==> config.mk <==
export PLATFORM = sky130hd
export DESIGN_NAME = multi_reaction_timer
export DESIGN_NICKNAME = d
export VERILOG_FILES = /design/src/rtl/multi_reaction_timer.sv
export SDC_FILE = /design/constraint.sdc
export NUM_CORES = 1
export LEC_CHECK = 0
export BUFFER_PORTS_ARGS = -buffer_cell sky130_fd_sc_hd__buf_2
export CORE_MARGIN = 3
export CORE_UTILIZATION = 60
export CTS_BUF_LIST = sky130_fd_sc_hd__clkbuf_8
export DETAILED_ROUTE_END_ITERATION = 8
export MAX_ROUTING_LAYER = met4
export PLACE_DENSITY = 0.79
export SETUP_SLACK_MARGIN = 0.02
export SLEW_MARGIN = 20
export SYNTH_ARGS = -nofsm -noshare
export SYNTH_HDL_FRONTEND = slang
export SYNTH_SLANG_ARGS = --single-unit
==> constraint.sdc <==
create_clock -name i_CLK -period 5.25 [get_ports i_CLK]
set_input_delay 0.2625 -clock i_CLK [delete_from_list [all_inputs] [get_ports i_CLK]]
set_output_delay 0.2625 -clock i_CLK [all_outputs]
set_load 0.02 [all_outputs]
==> src/rtl/multi_reaction_timer.sv <==
// N-player reaction timer: LFSR-randomised pre-stimulus delay, then per-player
// BCD millisecond capture with false-start, timeout and winner tracking.
module multi_reaction_timer #(
  parameter int N_PLAYERS    = 2,
  parameter int CLK_PER_MS   = 100000,
  parameter int MIN_DELAY_MS = 1000,
  parameter int RAND_EN      = 1,
  parameter int DELAY_BITS   = 11,
  parameter int TIMEOUT_MS   = 1000
) (
  input  logic                      i_CLK,
  input  logic                      i_RST_N,
  input  logic                      i_START,
  input  logic [N_PLAYERS-1:0]      i_STOP,
  output logic [1:0]                o_STATE,
  output logic                      o_STIMULUS,
  output logic [16*N_PLAYERS-1:0]   o_BCD,
  output logic [N_PLAYERS-1:0]      o_DONE,
  output logic [N_PLAYERS-1:0]      o_FAIL,
  output logic [N_PLAYERS-1:0]      o_TIMEOUT,
  output logic [2:0]                o_WINNER,
  output logic                      o_WINNER_VALID
);

  localparam int PW = (CLK_PER_MS > 1) ? $clog2(CLK_PER_MS) : 1;
  localparam int DW = 14;
  localparam logic [15:0] TIMEOUT_BCD = {4'(TIMEOUT_MS / 1000), 4'((TIMEOUT_MS / 100) % 10),
                                         4'((TIMEOUT_MS / 10) % 10), 4'(TIMEOUT_MS % 10)};

  typedef enum logic [1:0] {
    S_IDLE   = 2'd0,
    S_WAIT   = 2'd1,
    S_ARMED  = 2'd2,
    S_RESULT = 2'd3
  } state_e;

  state_e                    state_q, state_d;
  logic [15:0]               lfsr_q, lfsr_d;
  logic [PW-1:0]             presc_q, presc_d;
  logic [DW-1:0]             delay_q, delay_d;
  logic [15:0]               cnt_q, cnt_d;
  logic [16*N_PLAYERS-1:0]   bcd_q, bcd_d;
  logic [N_PLAYERS-1:0]      done_q, done_d;
  logic [N_PLAYERS-1:0]      fail_q, fail_d;
  logic [N_PLAYERS-1:0]      tmo_q, tmo_d;
  logic [2:0]                win_q, win_d;
  logic                      winv_q, winv_d;
  logic [15:0]               best_q, best_d;
  logic                      stim_q, stim_d;
  logic                      tick_s;
  logic [DW-1:0]             load_s;
  logic [N_PLAYERS-1:0]      cap_s;

  // Four-digit BCD increment that holds at 9999
  function automatic logic [15:0] bcd_inc(input logic [15:0] v);
    logic [15:0] r;
    logic        c;
    r = v;
    c = 1'b1;
    if (v == 16'h9999) begin
      r = v;
    end else begin
      for (int i = 0; i < 4; i++) begin
        if (c && (r[4*i +: 4] == 4'd9)) begin
          r[4*i +: 4] = 4'd0;
        end else if (c) begin
          r[4*i +: 4] = r[4*i +: 4] + 4'd1;
          c = 1'b0;
        end else begin
          c = 1'b0;
        end
      end
    end
    return r;
  endfunction

  assign tick_s = (presc_q == PW'(CLK_PER_MS - 1));
  assign load_s = DW'(MIN_DELAY_MS) + ((RAND_EN != 0) ? DW'(lfsr_q[DELAY_BITS-1:0]) : DW'(0));

  // Next-state, capture, timeout and winner logic
  always_comb begin
    state_d = state_q;
    lfsr_d  = {lfsr_q[14:0], lfsr_q[15] ^ lfsr_q[13] ^ lfsr_q[12] ^ lfsr_q[10]};
    presc_d = tick_s ? PW'(0) : presc_q + PW'(1);
    delay_d = delay_q;
    cnt_d   = cnt_q;
    bcd_d   = bcd_q;
    done_d  = done_q;
    fail_d  = fail_q;
    tmo_d   = tmo_q;
    win_d   = win_q;
    winv_d  = winv_q;
    best_d  = best_q;
    cap_s   = {N_PLAYERS{1'b0}};
    case (state_q)
      S_IDLE, S_RESULT: begin
        presc_d = PW'(0);
        if (i_START) begin
          state_d = S_WAIT;
          delay_d = load_s;
          cnt_d   = 16'd0;
          bcd_d   = {(16*N_PLAYERS){1'b0}};
          done_d  = {N_PLAYERS{1'b0}};
          fail_d  = {N_PLAYERS{1'b0}};
          tmo_d   = {N_PLAYERS{1'b0}};
          win_d   = 3'd0;
          winv_d  = 1'b0;
          best_d  = 16'd0;
        end else begin
          state_d = state_q;
        end
      end
      S_WAIT: begin
        delay_d = tick_s ? delay_q - DW'(1) : delay_q;
        fail_d  = fail_q | i_STOP;
        done_d  = done_q | i_STOP;
        if (&done_d) begin
          state_d = S_RESULT;
        end else if (tick_s && (delay_q == DW'(1))) begin
          state_d = S_ARMED;
          presc_d = PW'(0);
          cnt_d   = 16'd0;
        end else begin
          state_d = state_q;
        end
      end
      S_ARMED: begin
        cnt_d = tick_s ? bcd_inc(cnt_q) : cnt_q;
        cap_s = i_STOP & ~done_q;
        // Ascending scan with strict compare: same-cycle ties keep the lowest index
        for (int p = 0; p < N_PLAYERS; p++) begin
          if (cap_s[p]) begin
            bcd_d[16*p +: 16] = cnt_q;
            if (!winv_d || (cnt_q < best_d)) begin
              win_d  = 3'(p);
              winv_d = 1'b1;
              best_d = cnt_q;
            end else begin
              win_d = win_d;
            end
          end else begin
            bcd_d[16*p +: 16] = bcd_d[16*p +: 16];
          end
        end
        done_d = done_q | cap_s;
        if (&done_d) begin
          state_d = S_RESULT;
        end else if (tick_s && (cnt_d == TIMEOUT_BCD)) begin
          state_d = S_RESULT;
          tmo_d   = ~done_d;
          for (int p = 0; p < N_PLAYERS; p++) begin
            if (!done_d[p]) begin
              bcd_d[16*p +: 16] = TIMEOUT_BCD;
            end else begin
              bcd_d[16*p +: 16] = bcd_d[16*p +: 16];
            end
          end
          done_d = {N_PLAYERS{1'b1}};
        end else begin
          state_d = state_q;
        end
      end
      default: begin
        state_d = S_IDLE;
      end
    endcase
    stim_d = (state_d == S_ARMED);
  end

  // State, LFSR and result registers
  always_ff @(posedge i_CLK or negedge i_RST_N) begin
    if (!i_RST_N) begin
      state_q <= S_IDLE;
      lfsr_q  <= 16'hACE1;
      presc_q <= PW'(0);
      delay_q <= DW'(0);
      cnt_q   <= 16'd0;
      bcd_q   <= {(16*N_PLAYERS){1'b0}};
      done_q  <= {N_PLAYERS{1'b0}};
      fail_q  <= {N_PLAYERS{1'b0}};
      tmo_q   <= {N_PLAYERS{1'b0}};
      win_q   <= 3'd0;
      winv_q  <= 1'b0;
      best_q  <= 16'd0;
      stim_q  <= 1'b0;
    end else begin
      state_q <= state_d;
      lfsr_q  <= lfsr_d;
      presc_q <= presc_d;
      delay_q <= delay_d;
      cnt_q   <= cnt_d;
      bcd_q   <= bcd_d;
      done_q  <= done_d;
      fail_q  <= fail_d;
      tmo_q   <= tmo_d;
      win_q   <= win_d;
      winv_q  <= winv_d;
      best_q  <= best_d;
      stim_q  <= stim_d;
    end
  end

  assign o_STATE        = state_q;
  assign o_STIMULUS     = stim_q;
  assign o_BCD          = bcd_q;
  assign o_DONE         = done_q;
  assign o_FAIL         = fail_q;
  assign o_TIMEOUT      = tmo_q;
  assign o_WINNER       = win_q;
  assign o_WINNER_VALID = winv_q;

endmodule
Word level (Yosys, flattened, before mapping):

Cells that the tools add are included.

* flip-flop bits (word level): 124
* bits of input ports: 5
* output and inout bits: 45
* logic and storage cells: 140

* $add $sub $neg: 7
* order comparisons: 2
* equality and inequality tests: 18
* mux-type cells: 71
* bitwise operators: 9
* reductions and logical operators: 20

Operator list (count)
* $mux W16: 15
* $mux W32: 3
* $pmux W32 S2: 1
* $mux W17: 3
* $pmux W16 S3: 1
* $pmux W17 S2: 1
* $lt A16 B16 Y1: 2
* $pmux W16 S2: 1
* $mux W14: 2
* $mux W4: 7
* $pmux W14 S2: 1
* $mux W2: 10
* $add A17 B1 Y17 const B: 1
* $eq A17 B17 Y1 const B: 1
* $add A4 B1 Y4 const B: 4
* $eq A16 B13 Y1 const B: 1
* $eq A16 B16 Y1 const B: 1
* $eq A4 B4 Y1 const B: 4
* $mux W1: 15
* $mux W3: 5
* $eq A14 B1 Y1 const B: 1
* $sub A14 B1 Y14 const B: 1
* $add A10 B11 Y12 const A: 1
* $ne A2 B2 Y1 const B: 6
* other kinds (19): 39

Depth between registers and ports, before layout:

* depth after elaboration: 23
* gate-level depth with buffers: 20
* gate-level depth less buffers: 18

Worst setup path before layout:

OpenSTA, ideal clock, no wires.

* path kind: flip-flop to flip-flop
* start: register cnt_q[2]
* end: register best_q[10]
* setup time: 0.066 ns
* arrival time: 4.592 ns
* required time: 5.184 ns
* path slack: 0.592 ns
* cell stages (with the launch flop): 20
* buffers on the path: 2
* period minus slack after synthesis: 4.658 ns
* cell sequence: dfrtp_1 ha_1 a211o_1 a31o_1 a221oi_1 nor3_1 nor3_1 clkbuf_1 nor2_1 a21oi_1 ha_1 a21o_1 a21o_1 a211o_1 a211oi_1 o21ai_0 o21ba_1 o31a_1 clkbuf_1 a22o_1

* word-level cells in the longest chain between the ends: 10
* elaborated cells on any way between the ends: 14
* those cells by class: order compare: 2; mux: 9; reduce/logical: 3

RTL lines
* start: declaration: line 41 `logic [15:0] cnt_q, cnt_d;`
* start signal: assignment: line 191 `cnt_q <= cnt_d;`
* $lt A16 B16 Y1: line 134 `if (!winv_d || (cnt_q < best_d)) begin`
* $logic_or A1 B1 Y1: line 134
* $mux W16 / $mux W1 (equally long branches): line 134
* $mux W16 / $mux W1 (equally long branches): line 132 `if (cap_s[p]) begin`
* $mux W16 / $mux W1 (equally long branches): line 95 `case (state_q)`
* $lt A16 B16 Y1 / $logic_not A1 Y1 (equally long branches): line 134
* $logic_or A1 B1 Y1: line 134
* $mux W16: line 134
* $mux W16 *: line 132
* $pmux W16 S2 *: line 95
* end signal: assignment: line 198 `best_q <= best_d;`
* end: declaration: line 48 `logic [15:0] best_q, best_d;`

Mark *: on every way between the ends. The rest lies on a longest branch, timed or not. The select of a mux whose other input is x is not followed.
A chain may end at the register's enable or synchronous reset.

Worst setup path after layout:

* start: register cnt_q[3]
* end: register best_q[3]

The elaborated chain is that of the path after synthesis.

==> flow_metrics.py <==
metrics = {
    "flow_run": {
        "maxCapViolCount": 0,
    },
    "floorplanning": {
        "core_um2": 11100,
        "die_x_um": 113,
        "pin_count": 50,
        "floorplan.initialDensity_pct": 62.6,
        "rows": 38,
        "fp.dieH_um": 113,
        "die-area_um2": 12900,
    },
    "drt": {
        "drtIter0Drc": 708,
        "routed_via_density": 6.32,
        "vias": 5862,
        "dr.pass1.iters": 5,
        "antenna_left": 0,
        "wl_per_cell_um": 18.5,
        "drc": 0,
        "drt-total-wl_um": 17100,
    },
    "hold_path": {
        "hp-start": "i_STOP[0]",
        "hold_class": "primary input to register",
    },
    "clock_network": {
        "cts_buffers": 17,
        "cts_tree": "built",
        "htreeDepth": 4,
        "cts_sinks": 124,
        "insertion_delay_ps": 450,
        "path_clk_slew_ps": 70,
        "cts-root-buf": "clkbuf_8",
        "clockBufferDepth": 2,
    },
    "global_route": {
        "grt_use_total_pct": 28.9,
        "met1_usage_pct": 38.6,
        "grt_max_degree": 77,
        "met3_usage_pct": 6.42,
        "busiest_layer": "met2",
        "gr-usage-met2_pct": 43.7,
        "antenna_found_initial": 0,
        "grt_pass1_wl_um": 28600,
        "grt_remaining_overflow": 0,
        "grt_pass1_vias": 5742,
    },
    "setup_path": {
        "critPathKind": "register to register",
        "arrival_ps": 5130,
        "crit_slowest_cell": "o31a_1",
        "critPathLaunchType": "register",
        "worstPathMaxFanout": 19,
        "cp_cell_sequence": "ha_1 > a211o_1 > a31o_1 > a221oi_1 > nor3_1 > nor3_2 > buf_4 > nor2_1 > a21oi_1 > ha_1 > a21o_1 > a21o_1 > a211o_1 > a211oi_1 > o21ai_0 > o21ba_1 > o31a_1 > a22o_1",
        "crit_start": "cnt_q[3]",
        "cpPeakStageDelay_ps": 570,
        "r2r-start": "cnt_q[3]",
        "endpoint_kind": "register",
        "worst_ep_required_time_ps": 5630,
    },
    "logic_synthesis": {
        "synth_top_cell_area_share_pct": 41.9,
        "synthTopCellsByArea": "dfrtp_1, ha_1, a22o_1, a21oi_1, nand2_1",
        "ys_seq_area_share_pct": 44.9,
        "synth_edf_count": 0,
        "synth_area_leader_cell": "dfrtp_1",
        "ys_seq_elements": 124,
        "syn_area_um2": 6930,
        "ys.warnings.count": 0,
        "synthCells": 725,
        "avgSynthCellArea_um2": 9.56,
        "synth_nets": 772,
        "synthDistinctLibCells": 72,
        "synth_async_sr_flop_share_pct": 100,
        "synthFlopType": "dfrtp_1",
    },
    "layout": {
        "seq_area_um2": 3110,
        "layout-drive-gt1-share_pct": 15.1,
        "final_cell_mix": "dfrtp_1, nand2_1, nor2_1",
        "area_growth_pct": 11.6,
        "multiInputGateArea_um2": 3540,
        "mostFrequentLayoutCell": "dfrtp_1",
        "fillers": 843,
        "num_antenna_cells": 0,
        "nets": 822,
    },
    "timing": {
        "whs_ps": 198,
        "setup_violations": 0,
        "rsz0062_at_grt": "false",
        "slew_headroom_pct": 25.3,
        "hold_viol": 0,
        "period_share_pct": 90.5,
        "finalCriticalPeriod_ps": 4750,
        "skew_ps": 10.7,
        "setup_tns_ps": 0,
        "slew_viol_final": 0,
        "fmax_mhz": 210,
        "worst_pin_slew_ps": 1120,
    },
    "status": {
        "status": "finished, final reports clean",
    },
    "power_and_ir_drop": {
        "p_total_mw": 2.73,
        "powerDensity_nw_per_um2": 353,
        "irDropWorstVdd_uv": 374,
        "p_leak_nw": 3.64,
    },
    "placement": {
        "portBuffers": 49,
        "gp_congestion": 0.934,
        "place_hpwl_um": 12100,
    },
}
[worst max-delay path: cells and delay by family (launching register included)]
kind	cells	cell delay, ps
flip-flops	1	530
adder cells (fa/ha/maj)	2	550
AND/OR/NAND/NOR	3	400
AO/OA/AOI/OAI	12	2940
buffers and inverters	1	270
[per-layer routing]
metal  wire, um  vias up  share of wire (%)
li1           -     2755                  -
met1       7840     2865                 46
met2       7870      206                 46
met3       1090       36                6.4
met4        335        0                2.0
met5          0        -                  0
[final timing paths]
kind,end,slack [ps],depth (start not counted)
max in group asynchronous,delay_q[4],3590,3
min reg2reg,lfsr_q[15],350,0
min in group asynchronous,o_BCD[13],500,2
max,best_q[3],500,18
min,o_BCD[12],200,3
max reg2reg,best_q[3],500,18
[per-stage QoR]
step                setup slack, ps  util [%]  cell area [um2]  cells
finish                          497      69.8             7730    928
floorplan                       592         -             6930    725
detailed placement              558      66.4             7350    895
CTS                             521      69.8             7730    928
global placement                756      66.4             7350    895
global route                   82.7      69.8             7730    928
[cells by family (layout without fill, tap and decap cells)]
family / count (synthesis) / count (layout) / share of synthesized area, %
muxes: 2 / 2 / 0.289
DFF: 124 / 124 / 44.9
xor gates and xnor gates: 23 / 23 / 2.91
and+or+nand+nor: 233 / 233 / 16.5
buffers and inverters: 73 / 136 / 4.21
AOI/OAI and AO/OA: 228 / 228 / 23.6
adders and majority gates: 42 / 42 / 7.58
[state kept, by name, indices dropped and copies added, names as in the netlist, 2 cells and up]
register,flops
best_q,16
cnt_q,16
delay_q,14
lfsr_q,16
o_BCD,32
o_DONE,2
o_FAIL,2
o_STATE,2
o_TIMEOUT,2
o_WINNER,3
presc_q,17
[area by class of cell]
cell class / count / area share (%)
clock buffers: 18 / 3.20
clock inverters: 14 / 1.49
inverters: 32 / 1.55
multi-input cells: 528 / 45.8
flip-flops and latches: 124 / 40.3
well taps: 140 / 2.27
repair buffers: 72 / 5.47
[report_power, final]
part	switching [mW]	internal, mW	leakage [nW]
sequential	0.0921	1.03	1.66
clock	0.358	0.418	0.209
combinational	0.581	0.253	1.76
[synthesized netlist by cell type, types with 5 or more instances]
master,number
a22o_1,57
o31ai_1,9
a21oi_1,60
ha_1,42
dfstp_2,8
nor2b_1,6
or3_1,6
nor4_1,5
xnor2_1,11
nand2_1,67
o21ai_1,12
nand4_1,12
xor2_1,12
nand3_1,20
clkbuf_1,36
dfrtp_1,116
nor3_1,18
a21o_1,9
nor2_1,62
o21ai_0,29
and3_1,6
inv_1,30
o22ai_1,6
nand2b_1,8
[repair_timing]
item / 4_1_cts / 5_1_grt
hold buffers: 1 / 0
setup buffers: 0 / 0
resized for setup: 0 / 0
setup endpoints to repair: 0 / 0
endpoints found under the hold margin: 60 / 0
No activity file was read; power rests on OpenSTA's default activity.
